--- src/rtl/mac_reduce_pkg.sv ---
// Purpose : shared constants and FSM state type for the mac_reduce32 reduction stage.
// Latency : n/a (declarations only).
// Backpressure: n/a.
package mac_reduce_pkg;

    localparam int NUM_LANES = 32;
    localparam int PROD_W    = 32;
    localparam int TREE_LVLS = 5;
    localparam int SUM_W     = PROD_W + TREE_LVLS;   // 37: one carry bit per tree level

    typedef enum logic {
        IDLE  = 1'b0,
        ACCUM = 1'b1
    } acc_state_t;

endpackage

--- src/rtl/adder_tree32.sv ---
// Purpose : registered 5-level adder tree reducing 32 unsigned products to one 37-bit sum.
// Latency : fixed 5 cycles, {valid,last} sidebands travel with the data.
// Backpressure: none; every cycle advances, invalid beats flow through and are ignored downstream.
//
// Ports:
//   clk_i, rst_i        clock, synchronous active-high reset (clears sideband valids only)
//   in_valid, in_last   sidebands coincident with mul_p
//   mul_p               32 lanes x 32-bit products, lane i at [32i+31:32i]
//   out_valid, out_last sidebands aligned with out_sum
//   out_sum             37-bit lane total
//   any_valid           some sideband valid bit inside the tree is set
module adder_tree32
    import mac_reduce_pkg::*;
(
    input  logic                          clk_i,
    input  logic                          rst_i,
    input  logic                          in_valid,
    input  logic                          in_last,
    input  logic [NUM_LANES*PROD_W-1:0]   mul_p,
    output logic                          out_valid,
    output logic                          out_last,
    output logic [SUM_W-1:0]              out_sum,
    output logic                          any_valid
);

    // Nodes are a heap: node[0] is the root, node[i] has children 2i+1/2i+2.
    // The 16 bottom nodes (INNER..NODES-1) add pairs of leaves. Every node is
    // stored at full SUM_W; upper bits of shallow levels are constant zero.
    localparam int NODES = NUM_LANES - 1;   // 31
    localparam int INNER = NUM_LANES/2 - 1; // 15 nodes fed by other nodes

    logic [SUM_W-1:0]     leaf [NUM_LANES];
    logic [SUM_W-1:0]     node [NODES];
    logic [TREE_LVLS-1:0] vld_sr;
    logic [TREE_LVLS-1:0] lst_sr;

    always_comb begin
        for (int i = 0; i < NUM_LANES; i++) begin
            leaf[i] = SUM_W'(mul_p[i*PROD_W +: PROD_W]);
        end
    end

    always_ff @(posedge clk_i) begin
        for (int i = 0; i < INNER; i++) begin
            node[i] <= node[2*i+1] + node[2*i+2];
        end
        for (int i = INNER; i < NODES; i++) begin
            node[i] <= leaf[2*(i-INNER)] + leaf[2*(i-INNER)+1];
        end
    end

    always_ff @(posedge clk_i) begin
        if (rst_i) begin
            vld_sr <= '0;
            lst_sr <= '0;
        end else begin
            vld_sr <= {vld_sr[TREE_LVLS-2:0], in_valid};
            lst_sr <= {lst_sr[TREE_LVLS-2:0], in_last};
        end
    end

    assign out_sum   = node[0];
    assign out_valid = vld_sr[TREE_LVLS-1];
    assign out_last  = lst_sr[TREE_LVLS-1];
    assign any_valid = |vld_sr;

endmodule

--- src/rtl/mac_reduce32.sv ---
// Purpose : align operand valid/last to the multiplier, reduce 32 products, accumulate per frame, emit one sum per frame.
// Latency : in_valid&in_last at edge k -> out_valid in the cycle after edge k+MUL_LAT+6.
// Backpressure: none; one beat per cycle accepted, out_valid must be consumed unconditionally.
//
// Ports: clk_i/rst_i (sync active-high), in_valid/in_last (operand issue), mul_p (32x32 products,
//        MUL_LAT cycles after issue), out_valid/out_data/out_beats/out_ovf (frame result), busy.
// Optional build macro MAC_REDUCE_SAT_EN: saturate the accumulator and report a sticky
// per-frame overflow on out_ovf; without it the accumulator wraps and out_ovf is 0.
module mac_reduce32
    import mac_reduce_pkg::*;
#(
    parameter int MUL_LAT = 2,
    parameter int ACC_W   = 48,
    parameter int BEAT_W  = 16
) (
    input  logic                          clk_i,
    input  logic                          rst_i,
    input  logic                          in_valid,
    input  logic                          in_last,
    input  logic [NUM_LANES*PROD_W-1:0]   mul_p,
    output logic                          out_valid,
    output logic [ACC_W-1:0]              out_data,
    output logic [BEAT_W-1:0]             out_beats,
    output logic                          out_ovf,
    output logic                          busy
);

    logic v0, l0, align_any;
    logic vt, lt, tree_any;
    logic [SUM_W-1:0] tree_sum;

    // Align: delay {valid,last} so they meet the products of the same beat.
    generate
        if (MUL_LAT == 0) begin : g_no_align
            assign v0        = in_valid;
            assign l0        = in_valid & in_last;
            assign align_any = 1'b0;
        end else begin : g_align
            logic [MUL_LAT-1:0] vld_sr;
            logic [MUL_LAT-1:0] lst_sr;
            always_ff @(posedge clk_i) begin
                if (rst_i) begin
                    vld_sr <= '0;
                    lst_sr <= '0;
                end else begin
                    // Truncating the concat drops the oldest bit, works for MUL_LAT==1 too.
                    vld_sr <= MUL_LAT'({vld_sr, in_valid});
                    lst_sr <= MUL_LAT'({lst_sr, in_valid & in_last});
                end
            end
            assign v0        = vld_sr[MUL_LAT-1];
            assign l0        = lst_sr[MUL_LAT-1];
            assign align_any = |vld_sr;
        end
    endgenerate

    adder_tree32 u_tree (
        .clk_i     (clk_i),
        .rst_i     (rst_i),
        .in_valid  (v0),
        .in_last   (l0),
        .mul_p     (mul_p),
        .out_valid (vt),
        .out_last  (lt),
        .out_sum   (tree_sum),
        .any_valid (tree_any)
    );

    acc_state_t       state;
    logic [ACC_W-1:0] acc;
    logic [BEAT_W-1:0] cnt;
    logic [ACC_W-1:0] sum_ext;
    logic [ACC_W-1:0] acc_next;
    logic [BEAT_W-1:0] cnt_inc;
    logic             emit_pend;   // closing beat was accumulated last edge

    assign sum_ext = ACC_W'(tree_sum);
    assign cnt_inc = (cnt == '1) ? cnt : cnt + BEAT_W'(1);

`ifdef MAC_REDUCE_SAT_EN
    logic [ACC_W:0] acc_wide;
    logic           acc_carry;
    logic           ovf;
    assign acc_wide  = {1'b0, acc} + {1'b0, sum_ext};
    assign acc_carry = acc_wide[ACC_W];
    assign acc_next  = acc_carry ? '1 : acc_wide[ACC_W-1:0];
`else
    assign acc_next  = acc + sum_ext;
`endif

    always_ff @(posedge clk_i) begin
        if (rst_i) begin
            state     <= IDLE;
            acc       <= '0;
            cnt       <= '0;
            emit_pend <= 1'b0;
            out_valid <= 1'b0;
            out_data  <= '0;
            out_beats <= '0;
`ifdef MAC_REDUCE_SAT_EN
            ovf       <= 1'b0;
            out_ovf   <= 1'b0;
`endif
        end else begin
            // Emit register samples the finished acc while the accumulator may
            // already be loading the first beat of the next frame.
            emit_pend <= vt & lt;
            out_valid <= emit_pend;
            if (emit_pend) begin
                out_data  <= acc;
                out_beats <= cnt;
`ifdef MAC_REDUCE_SAT_EN
                out_ovf   <= ovf;
`endif
            end
            if (vt) begin
                case (state)
                    IDLE: begin
                        acc <= sum_ext;
                        cnt <= BEAT_W'(1);
`ifdef MAC_REDUCE_SAT_EN
                        ovf <= 1'b0;
`endif
                    end
                    default: begin
                        acc <= acc_next;
                        cnt <= cnt_inc;
`ifdef MAC_REDUCE_SAT_EN
                        ovf <= ovf | acc_carry;
`endif
                    end
                endcase
                state <= lt ? IDLE : ACCUM;
            end
        end
    end

`ifndef MAC_REDUCE_SAT_EN
    assign out_ovf = 1'b0;
`endif

    assign busy = (state == ACCUM) | align_any | tree_any;

endmodule

--- config.mk ---
export PLATFORM = sky130hd
export DESIGN_NAME = mac_reduce32
export DESIGN_NICKNAME = d
export VERILOG_FILES = /design/src/rtl/mac_reduce_pkg.sv /design/src/rtl/adder_tree32.sv /design/src/rtl/mac_reduce32.sv
export SDC_FILE = /design/constraint.sdc
export NUM_CORES = 2
export LEC_CHECK = 0
export CAP_MARGIN = 25
export CORE_AREA = 2 2 431 433
export DETAILED_ROUTE_END_ITERATION = 8
export DIE_AREA = 0 0 433 435
export PLACE_DENSITY_LB_ADDON = 0.2
export SYNTH_ARGS = -nofsm -noshare
export SYNTH_HDL_FRONTEND = slang
export SYNTH_SLANG_ARGS = --single-unit
--- constraint.sdc ---
create_clock -name clk_i -period 4.8 [get_ports clk_i]
set_input_delay 0.96 -clock clk_i [delete_from_list [all_inputs] [get_ports clk_i]]
set_output_delay 0.96 -clock clk_i [all_outputs]
set_load 0.005 [all_outputs]
==> results.json <==
{
  "p_per_area_nw_per_um2": 596,
  "fp.dieH_um": 435,
  "p_comb_share_pct": 52.8,
  "clock-sinks": 1194,
  "crit_fanout": 3,
  "die_area_um2": 188000,
  "reg2reg_slack_ps": 910,
  "max_cap_viol_count": 0,
  "ant_nets": 0,
  "tightest_slew_ps": 894,
  "setup_viol": 0,
  "crit_chain": "clkdlybuf4s50_1 > ha_1 > fa_1 > a21o_1 > a21oi_1 > o21a_1 > o21ai_0 > o21ai_0 > a21oi_1 > a31o_2 > a41o_1 > o41ai_1 > o21ai_0",
  "p_leak_nw": 41.9,
  "max_slew_margin_pct": 40.4,
  "synth_top_flop_cell": "dfxtp_1",
  "crit_slowest_cell": "fa_1",
  "cp_common_cell": "o21ai_0",
  "finalNetCount": 11931,
  "p_sw_w": 0.0232,
  "arrival_ps": 4550,
  "tns_ps": 0,
  "ir_drop_mv": 0.381,
  "postSynth.asyncResetShare_pct": 0,
  "die_x_um": 433,
  "stdcell_count": 12416,
  "netlist_area_um2": 76300,
  "grt_pass1_vias": 65435,
  "status": "finished clean",
  "drc_errors": 0,
  "numCtsBuffers": 139,
  "hold_buffers": 0,
  "max_stage_delay_ps": 440,
  "syn_inst": 8635,
  "grt_overflow_total": 0,
  "endpoint_kind": "flop",
  "worst_slack_ps": 856,
  "clkLatencyLatePin_ps": 760,
  "fill_cells": 17214,
  "grt_use_total_pct": 24.2,
  "multiInputGateArea_um2": 50800,
  "avgSynthCellArea_um2": 8.84,
  "grt_pass1_wl_um": 363000,
  "period_minus_slack_ps": 3940,
  "worstSetupPathType": "in2reg",
  "p_clk_share_pct": 19.2,
  "max_freq_mhz": 254,
  "seqPwrFrac_pct": 28.0,
  "core_area_um2": 184000,
  "fin_crit_sh_pct": 82.2,
  "utilization_pct": 51.7,
  "clk_pin_slew_worst_paths_ps": 60,
  "seq_area_um2": 23900,
  "grt_start_max_net_pins": 79,
  "vias": 66875,
  "post-dp-hpwl_um": 198000,
  "p_int_w": 0.0334,
  "finalHoldViolCount": 0,
  "pre_cts_ws_ps": 113,
  "worstSetupStartpointType": "input pin",
  "cts_max_path_buffers": 3,
  "wl_um": 237000,
  "yosysSeqAreaShare_pct": 31.3,
  "root_buffer": "clkbuf_16",
  "required_ps": 5410,
  "p_total_w": 0.0566,
  "cts_tree": "yes",
  "cts_resized": 0,
  "rsz0062_at_grt": "no",
  "finClkSkew_ps": 40.9,
  "start_util_pct": 41.5,
  "vias_per_cell": 5.39,
  "slew_viol_final": 0,
  "wl_per_cell_um": 19.1,
  "synthesis.nets": 10751,
  "dpl.cell_count": 12154,
  "h-tree-depth": 4,
  "ys_seq_elements": 1194,
  "area_delta_synth_final_pct": 24.6,
  "sw_frac_of_total_pct": 41.0,
  "path_buf_inv": 1,
  "cp_top_family": "compound AO/OA/AOI/OAI gates",
  "drive_above_1_share_pct": 3.54,
  "drtPass1Iterations": 6,
  "yosys.cell_types.count": 86,
  "row_count": 158,
  "antenna_found_initial": 33,
  "postCtsSetupRepairBufs": 0,
  "drtIter0Drc": 3703,
  "io_pins": 1095,
  "synth_edf_count": 0,
  "gp_congestion": 0.935,
  "portBuffers": 1093,
  "hp-class": "reg2reg",
  "ys_warn_count": 0
}
-- registers in the layout, summed over array words and instances, names as in the netlist --
name and count:
out_data 48, out_valid 1, g_align.lst_sr 2, emit_pend 1
u_tree.node 1049, u_tree.lst_sr 5, cnt 16, out_beats 16
g_align.vld_sr 2, state 1, acc 48, u_tree.vld_sr 5
-- power groups by stage --
stage | Clock [W] | Combinational (W) | Sequential [W]
6_report | 0.0109 | 0.0299 | 0.0158
5_1_grt | 0.0116 | 0.0333 | 0.0161
4_1_cts | 0.0112 | 0.0299 | 0.0159
3_5_place_dp | 0 | 0.0296 | 0.0160
3_3_place_gp | 0 | 0.0293 | 0.0161
2_1_floorplan | 0 | 0.0223 | 0.0146
-- cell families (layout without fill, tap and decap cells) --
kind of cell / after synthesis / in the layout / synth area share (%)
fa+ha+maj: 1088 / 1088 / 18.2
other cells: 1 / 16 / 0.00491
buf+inv: 432 / 1718 / 2.13
compound gates: 2730 / 2730 / 23.0
xor+xnor: 862 / 862 / 9.89
mux: 95 / 95 / 1.25
flops: 1194 / 1194 / 31.3
simple gates: 2233 / 2233 / 14.2
-- synth_stat cells, drive strengths merged (128+ instances only) --
cell type	n	share of area, %
a21o	467	4.6
a21oi	867	5.7
dfxtp	1194	31
ha	1056	17
inv	341	1.7
nand2	426	2.1
nand2b	128	1.0
nand3	197	1.3
nor2	748	3.7
nor2b	144	1.2
nor3	153	1.0
o21a	145	1.4
o21ai	467	3.1
xnor2	612	7.0
xor2	250	2.9
-- layer usage --
layer / vias up / wire [um] / global-route usage [%]
li1: 33848 / - / -
met1: 31026 / 107000 / 31.2
met2: 1637 / 111000 / 41.1
met3: 346 / 11200 / 3.65
met4: 18 / 7550 / 7.71
met5: - / 101 / 0
-- final cells by class --
type / instances / area share [%]
Tap cell: 2480 / 3.26
Clock buffer: 188 / 4.21
Clock inverter: 59 / 0.770
Antenna cell: 15 / 0.0395
Inverter: 341 / 1.35
Sequential cell: 1194 / 25.1
Multi-Input combinational cell: 7009 / 53.4
Timing Repair Buffer: 1130 / 11.8
-- final timing paths --
path / start / to / depth (start not counted)
worst min register to register: u_tree.node[1][74] / u_tree.node[0][296] / 1
worst max-delay path: mul_p[64] / u_tree.node[1][32] / 13
worst min-delay path: u_tree.node[1][74] / u_tree.node[0][296] / 1
worst max register to register: u_tree.node[0][0] / acc[28] / 14
-- metrics by stage --
step	hold slack, ps	area (um2)
4_1_cts	449	95000
3_5_place_dp	429	90300
6_report	444	95100
2_1_floorplan	412	76300
3_3_place_gp	426	90300
5_1_grt	459	95100
-- cell usage in the layout, fill, tap and decap left out, types with 48 or more instances in the layout --
master / instances
xnor2_1: 612
a211oi_1: 96
o21ai_0: 462
clkdlybuf4s50_1: 1092
ha_1: 1056
dfxtp_1: 1192
o21bai_1: 118
nand2b_1: 128
nor2_1: 748
mux2i_1: 93
or3_1: 48
o31ai_1: 48
a21o_1: 467
and3_1: 107
nor2b_1: 144
o21a_1: 145
and2_1: 49
a31oi_1: 90
nand2_1: 426
nor3_1: 153
inv_1: 341
clkbuf_16: 143
nand3_1: 197
a21oi_1: 867
nand4_1: 74
xor2_1: 250
No activity file was read; power rests on OpenSTA's default activity.
